==> src/rtl/serial_sub_ctrl_pkg.sv <==
// Shared definitions for the bit-serial subtractor controller.
// Holds the FSM state encoding so other lab controllers built on the
// same IDLE/RUN/DONE handshake can reuse identical codes.
package serial_sub_ctrl_pkg;

    typedef enum logic [1:0] {
        ST_IDLE = 2'd0,
        ST_RUN  = 2'd1,
        ST_DONE = 2'd2
    } state_e;

endpackage : serial_sub_ctrl_pkg

==> src/rtl/serial_sub_ctrl_fs_bit.sv <==
// Single-bit full subtractor cell (combinational).
// Ports:
//   A     - minuend bit
//   B     - subtrahend bit
//   Brin  - borrow in
//   D     - difference bit, A - B - Brin
//   Brout - borrow out
module serial_sub_ctrl_fs_bit (
    input  logic A,
    input  logic B,
    input  logic Brin,
    output logic D,
    output logic Brout
);

    assign D     = A ^ B ^ Brin;
    // Borrow when B exceeds A, or when the bits are equal and a borrow arrives.
    assign Brout = (~A & B) | (~(A ^ B) & Brin);

endmodule : serial_sub_ctrl_fs_bit

==> src/rtl/serial_sub_ctrl.sv <==
// Bit-serial WIDTH-bit subtractor controller: D = A - B - Bin, LSB first,
// one bit per clock through a single full-subtractor cell.
// Ports:
//   clk   - system clock, rising edge
//   rst_n - asynchronous active-low reset
//   start - request; only sampled in IDLE
//   a, b  - minuend / subtrahend, captured on accepted start
//   bin   - initial borrow-in, captured on accepted start
//   busy  - high while the operation runs
//   done  - one-cycle pulse when d/bout are updated
//   d     - difference, holds the last completed result
//   bout  - final borrow-out (1 = underflow)
module serial_sub_ctrl
    import serial_sub_ctrl_pkg::*;
#(
    parameter int WIDTH = 8
) (
    input  logic             clk,
    input  logic             rst_n,
    input  logic             start,
    input  logic [WIDTH-1:0] a,
    input  logic [WIDTH-1:0] b,
    input  logic             bin,
    output logic             busy,
    output logic             done,
    output logic [WIDTH-1:0] d,
    output logic             bout
);

    localparam int CNT_W = $clog2(WIDTH + 1);

    state_e           state_q, state_d;
    logic [WIDTH-1:0] sa_q, sb_q, sr_q, d_q;
    logic [WIDTH-1:0] sr_next;
    logic [CNT_W-1:0] cnt_q;
    logic             brw_q, bout_q, busy_q, done_q;
    logic             busy_d, done_d;
    logic             load, step, last_bit, finish;
    logic             dbit, brout;

    serial_sub_ctrl_fs_bit u_fs_bit (
        .A     (sa_q[0]),
        .B     (sb_q[0]),
        .Brin  (brw_q),
        .D     (dbit),
        .Brout (brout)
    );

    // The new bit enters at the MSB so that after WIDTH shifts the
    // first (LSB) bit has walked down to position 0.
    generate
        if (WIDTH == 1) begin : g_sr_one
            assign sr_next = dbit;
        end else begin : g_sr_wide
            assign sr_next = {dbit, sr_q[WIDTH-1:1]};
        end
    endgenerate

    assign last_bit = (cnt_q == CNT_W'(WIDTH - 1));

    // State register
    always_ff @(posedge clk or negedge rst_n) begin
        if (!rst_n) begin
            state_q <= ST_IDLE;
        end else begin
            state_q <= state_d;
        end
    end

    // Next-state logic
    always_comb begin
        state_d = state_q;
        case (state_q)
            ST_IDLE: if (start)    state_d = ST_RUN;
            ST_RUN:  if (last_bit) state_d = ST_DONE;
            ST_DONE:               state_d = ST_IDLE;
            default:               state_d = ST_IDLE;
        endcase
    end

    // Output / control decode; busy and done are registered below.
    always_comb begin
        load   = (state_q == ST_IDLE) && start;
        step   = (state_q == ST_RUN);
        finish = step && last_bit;
        busy_d = load || (step && !last_bit);
        done_d = finish;
    end

    // Datapath: operand shifters, borrow flop, counter, result registers.
    always_ff @(posedge clk or negedge rst_n) begin
        if (!rst_n) begin
            sa_q   <= '0;
            sb_q   <= '0;
            sr_q   <= '0;
            d_q    <= '0;
            cnt_q  <= '0;
            brw_q  <= 1'b0;
            bout_q <= 1'b0;
            busy_q <= 1'b0;
            done_q <= 1'b0;
        end else begin
            busy_q <= busy_d;
            done_q <= done_d;
            if (load) begin
                sa_q  <= a;
                sb_q  <= b;
                brw_q <= bin;
                cnt_q <= '0;
            end
            if (step) begin
                sr_q  <= sr_next;
                sa_q  <= sa_q >> 1;
                sb_q  <= sb_q >> 1;
                brw_q <= brout;
                cnt_q <= cnt_q + CNT_W'(1);
            end
            if (finish) begin
                d_q    <= sr_next;
                bout_q <= brout;
            end
        end
    end

    assign busy = busy_q;
    assign done = done_q;
    assign d    = d_q;
    assign bout = bout_q;

endmodule : serial_sub_ctrl

==> config.mk <==
export PLATFORM = sky130hd
export DESIGN_NAME = serial_sub_ctrl
export DESIGN_NICKNAME = d
export VERILOG_FILES = /design/src/rtl/serial_sub_ctrl_pkg.sv /design/src/rtl/serial_sub_ctrl_fs_bit.sv /design/src/rtl/serial_sub_ctrl.sv
export SDC_FILE = /design/constraint.sdc
export NUM_CORES = 1
export LEC_CHECK = 0
export ABC_AREA = 0
export CAP_MARGIN = 20
export CELL_PAD_IN_SITES_DETAIL_PLACEMENT = 1
export CELL_PAD_IN_SITES_GLOBAL_PLACEMENT = 1
export CORE_MARGIN = 1
export CORE_UTILIZATION = 36
export DETAILED_ROUTE_END_ITERATION = 6
export PLACE_DENSITY = 0.76
export SLEW_MARGIN = 5
export SYNTH_ARGS = -nofsm -noshare
export SYNTH_HDL_FRONTEND = slang
export SYNTH_SLANG_ARGS = --single-unit
==> constraint.sdc <==
create_clock -name clk -period 1.5 [get_ports clk]
set_input_delay 0.15 -clock clk [delete_from_list [all_inputs] [get_ports clk]]
set_output_delay 0.15 -clock clk [all_outputs]
set_load 0.05 [all_outputs]
Word level (Yosys, flattened, before mapping)
Index checks and enable logic that the tools add are counted.

Add/sub/neg operators: 1. Equal/unequal tests: 4. Muxes and demuxes: 11. Bitwise logic cells: 7. Reductions and logical operators: 8.

Operator list (count): 8-bit two-way mux (4); 4-bit two-way mux (2); 4-bit by 1-bit adder with 4-bit output (second input constant) (1); 4-bit by 3-bit equality test with 1-bit output (second input constant) (1); 2-bit two-way mux (2); 2-bit case mux with 2 select lines (1); 1-bit logical AND (3); 1-bit AND (2); 2-bit by 1-bit equality test with 1-bit output (second input constant) (1); 2-bit logical NOT (1); 1-bit two-way mux (2); 2-bit by 1-bit != test with 1-bit output (second input constant) (1); 2-bit != test (second input constant) (1); 1-bit NOT (2); 2-bit AND reduction (1); 2-bit nonzero test (1); 1-bit bitwise XOR (2); 1-bit logical NOT (1); 1-bit logical OR (1); 1-bit OR (1).

Bits in registers: 42. Input port bits: 20. Output and inout port bits: 11. Word-level logic and storage cells: 41.

Longest topological paths before layout
Word-level depth: 5. Depth in mapped cells: 5. Mapped depth without buffers: 4.

By module
A second synthesis with hierarchy kept.

Cells, all modules: 157. Area total of the unflattened synthesis: 1720.4 sq um.

Modules (own cells, without submodules): serial_sub_ctrl (instances 1, cells an instance 153, area each 1689.1 sq um, seq. area each 1026.0 sq um); serial_sub_ctrl_fs_bit (instances 1, cells an instance 4, area each 31.3 sq um, seq. area each 0.0 sq um).

Least setup slack after synthesis
OpenSTA, ideal clock, no wires.

Path kind: register to register. From: register cnt_q[0]. To: register d_q[0] (netlist: d[0]). Library setup time: 0.125 ns. Arrival time: 1.374 ns. Data required time: 1.375 ns. Slack: 0.002 ns. Cell stages (with the launch flop): 5. Path buffers: 0. Clock period less this slack: 1.498 ns. Cell sequence: dfrtp_1 > ha_1 > nand2_1 > nor3_4 > mux2_2.

Word-level cells in the longest chain between the ends: 2.

RTL lines: from (decl) (line serial_sub_ctrl.sv:35) `logic [CNT_W-1:0] cnt_q;`; from (signal assigned) (line serial_sub_ctrl.sv:116) `cnt_q <= cnt_q + CNT_W'(1);`; 4-bit by 3-bit equality test with 1-bit output (line serial_sub_ctrl.sv:59) `assign last_bit = (cnt_q == CNT_W'(WIDTH - 1));`; 1-bit logical AND (line serial_sub_ctrl.sv:85) `finish = step && last_bit;`; via done_d (line serial_sub_ctrl.sv:37) `logic busy_d, done_d;`; to (signal assigned) (line serial_sub_ctrl.sv:119) `d_q <= sr_next;`; to (decl) (line serial_sub_ctrl.sv:33) `logic [WIDTH-1:0] sa_q, sb_q, sr_q, d_q;`.

The timed path passes the listed nets, and every way through them passes these cells. A chain may end at the register's enable or synchronous reset.

Worst setup path in the final report
From: register cnt_q[1]. To: register d_q[7] (netlist: d[7]).

The elaborated chain is that of the path after synthesis.

==> flow_summary_export.csv <==
group,metric,value,unit
logic_synthesis,ys_seq_elements,41,
worst_setup_path,cpPeakStageDelay,0.36,ns
logic_synthesis,dominant_combinational_cell_family_by_area_after_synthesis,"compound AO/OA/AOI/OAI gates",
finish,layout_common_cells,"41 x dfrtp_1, 34 x nand2_1, 22 x buf_4, 18 x o21ai_0, 18 x clkdlybuf4s50_1",
logic_synthesis,yosysSeqAreaShare,58.7,%
grt,grt_pass1_vias,1531,
drt,first_iter_violations,54,
finish,storage_cell_area,1030,um2
grt,gr-usage-met1,20.1,%
worst_setup_path,required_worst_endpoint,1.68,ns
finish,areaGrowthSynthToFinish,32.3,%
logic_synthesis,synth_ff_type,"dfrtp_1",
worst_setup_path,worstSetupEndpointType,"flip-flop",
sta,final_critical_path_setup_slack,0.0724,ns
worst_setup_path,r2r.worst_path.cells,5,
pwr,cellLeakagePower,1.04,nW
grt,grt_start_max_net_pins,22,
die,floorplan.rows,24,
grt,global_route.usage.met3,5.49,%
finish,layout.nets,228,
die,initial_utilization,38.8,%
logic_synthesis,yosys_warnings,0,
worst_setup_path,path_delay_family,"flip-flops",
drt,antenna_violating_nets_remaining,0,
grt,first_pass_grt_wire_length,7110,um
worst_setup_path,crit_type,"flip-flop to flip-flop",
sta,slew_headroom,67.2,%
placement,cells_after_dpl,250,
finish,drive_gt1_share,21.3,%
die,core,4500,um2
logic_synthesis,async_reset_ff_share,100,%
sta,setup_viol,0,
die,fp.dieArea,5130,um2
finish,layout.filler_cells,501,
logic_synthesis,syn_avg_cell_area,10.7,um2
die,die_width,71.7,um
placement,detailedPlacementHpwl,3050,um
sta,grt_setup_unrepaired,"no",
die,design.portCount,31,
logic_synthesis,yosys-mux-area-fraction,5.73,%
drt,drc,0,
cts,tritoncts_num_sinks,41,
sta,timing_max_transition_violations_final,0,
placement,dpl_worst_slack,-0.0254,ns
worst_setup_path,buffers_plus_inverters_on_the_worst_setup_path,1,
worst_setup_path,critical_path.startpoint_type,"flip-flop",
sta,finalSetupTns,0,ns
sta,max_slew.worst_pin.slew,0.492,ns
cts,clk_transition_reported_paths,0.08,ns
pwr,ir_drop,645,uV
grt,globalRouteOverflowTotal,0,
grt,number_of_antenna_violations_at_the_first_check_in_global_routing,0,
drt,detailedRoute.firstPassIterationCount,4,
finish,mostFrequentLayoutCell,"dfrtp_1",
run,max_cap_violations,0,
worst_setup_path,critical_path.max_fanout,10,
sta,hold_violations,0,
worst_setup_path,crit_path_start,"cnt_q[1]",
worst_setup_path,r2r_start,"cnt_q[1]",
finish,multi_input_comb_area,664,um2
logic_synthesis,synth-compound-area-share,17.0,%
drt,via_count,1397,
logic_synthesis,post_synth_inst_count,164,
logic_synthesis,total_standard_cell_area_after_synthesis,1750,um2
sta,final.period_utilization,95.2,%
worst_setup_path,critical_path.cell_chain,"ha_2 -> nand2_2 -> nor3_4 -> buf_12 -> mux2_2",
worst_setup_path,crit_cells,5,
cts,cts_tree,"done",
grt,global_route.usage.total,18.2,%
sta,clock.fmax,700,MHz
grt,met2_usage,33.9,%
sta,fin_worst_skew,0.00232,ns
sta,timing.final.crit_period,1.43,ns
placement,routability_driven_placement_congestion_ratio,0.808,
cts,cts_buffer_depth,2,
worst_setup_path,cp.arrival,1.61,ns
cts,clock-root-buffer,"clkbuf_8",
finish,post_layout_nonfiller_instances,259,
placement,port_buffer_cells,30,
die,die_height,71.7,um
run_status,outcome,"completed",
grt,busiest_layer,"met2",
pwr,power.density,2210,nW/um2
cts,worst_skew_pair.late_latency,0.29,ns
logic_synthesis,syn_nets,186,
drt,routed_wire_length_per_instance,16.1,um
cts,cts_buffers,5,
logic_synthesis,synth_enable_flop_cells,0,
logic_synthesis,post_synth_num_cell_types,24,
logic_synthesis,area_share_of_fa_ha_maj_cells_after_synthesis,1.86,%
finish,antenna_cells_inserted,0,
worst_setup_path,critPathSlowestCell,"dfrtp_1",
drt,drt_wl_total,4160,um
cts,h-tree-depth,2,
hold_path,holdCritPathClass,"input port to asynchronous set/reset pin",
logic_synthesis,synth-xor-area-share,0,%
logic_synthesis,synth_simple_gate_area_share,13.2,%
drt,route.detailed.vias_per_inst,5.39,
## synthesized netlist by cell type (2+ instances only)
cell / number / share of area [%]
a2bb2oi_1: 3 / 1.5
clkbuf_1: 6 / 1.3
o21ai_0: 18 / 5.2
dfrtp_1: 41 / 59
a22oi_1: 14 / 6.0
mux2_2: 8 / 5.2
a21oi_1: 8 / 2.3
inv_1: 5 / 1.1
buf_2: 4 / 1.1
nand2_1: 35 / 7.5
nor2b_1: 8 / 2.9
nand3_1: 2 / 0.57
## state kept, by name, indices dropped and copies added (netlist names)
signal,count
cnt_q,4
state_q,2
sr_q,7
d,8
busy,1
sb_q,8
sa_q,8
bout,1
brw_q,1
done,1
## power by group
group          internal [mW]  total (mW)  leakage, nW  switching [mW]
logic                  0.930        2.30        0.460            1.37
clock network          0.542       0.913       0.0585           0.370
registers               1.58        1.89        0.523           0.309
total                   3.05        5.10         1.04            2.05
## what timing repair did
action,4_1_cts,5_1_grt
hold buffers,1,0
resized for setup,2,0
setup endpoints to repair,8,8
endpoints found under the hold margin,20,0
buffers inserted,0,0
pin swaps,0,1
## kinds of logic (layout without fill, tap and decap cells)
group                    Yosys count  in the layout
AND/OR/NAND/NOR                   50             50
AO/OA/AOI/OAI                     47             47
flip-flops                        41             41
buffers and inverters             15             58
multiplexers                       9              9
adder cells (fa/ha/maj)            2              2
## metal layers
| metal | vias up | part of all wire [%] | routed length, um |
|---|---|---|---|
| li1 | 646 | - | - |
| met1 | 717 | 41 | 1700 |
| met2 | 29 | 54 | 2240 |
| met3 | 5 | 4.2 | 175 |
| met4 | 0 | 0.99 | 41 |
| met5 | - | 0 | 0 |
## per-stage QoR
stage          hold WS [ns]  instance area (um2)  util, %  total power, mW
2_1_floorplan        -0.146                 1750        -             3.32
3_3_place_gp          0.131                 2180     48.4             4.04
3_5_place_dp          0.142                 2180     48.4             4.22
4_1_cts               0.359                 2310     51.3             5.18
5_1_grt               0.394                 2310     51.3             5.45
6_report              0.350                 2310     51.3             5.10
## cell type report
| class | instances | share of cell area [%] |
|---|---|---|
| Multi-Input combinational cell | 108 | 28.7 |
| Timing Repair Buffer | 45 | 18.2 |
| Sequential cell | 41 | 44.4 |
| Clock inverter | 1 | 1.30 |
| Inverter | 5 | 0.812 |
| Clock buffer | 7 | 3.74 |
| Tap cell | 52 | 2.82 |
## path summary, 6_finish.rpt
path / endpoint / slack [ns]
max: d[7] / 0.07
min: d[1] / 0.35
max reg2reg: d[7] / 0.07
min reg2reg: sr_q[1] / 0.49
max in group asynchronous: sb_q[7] / 0.67
min in group clk: sr_q[1] / 0.49
Power figures use the tool's default switching activity.
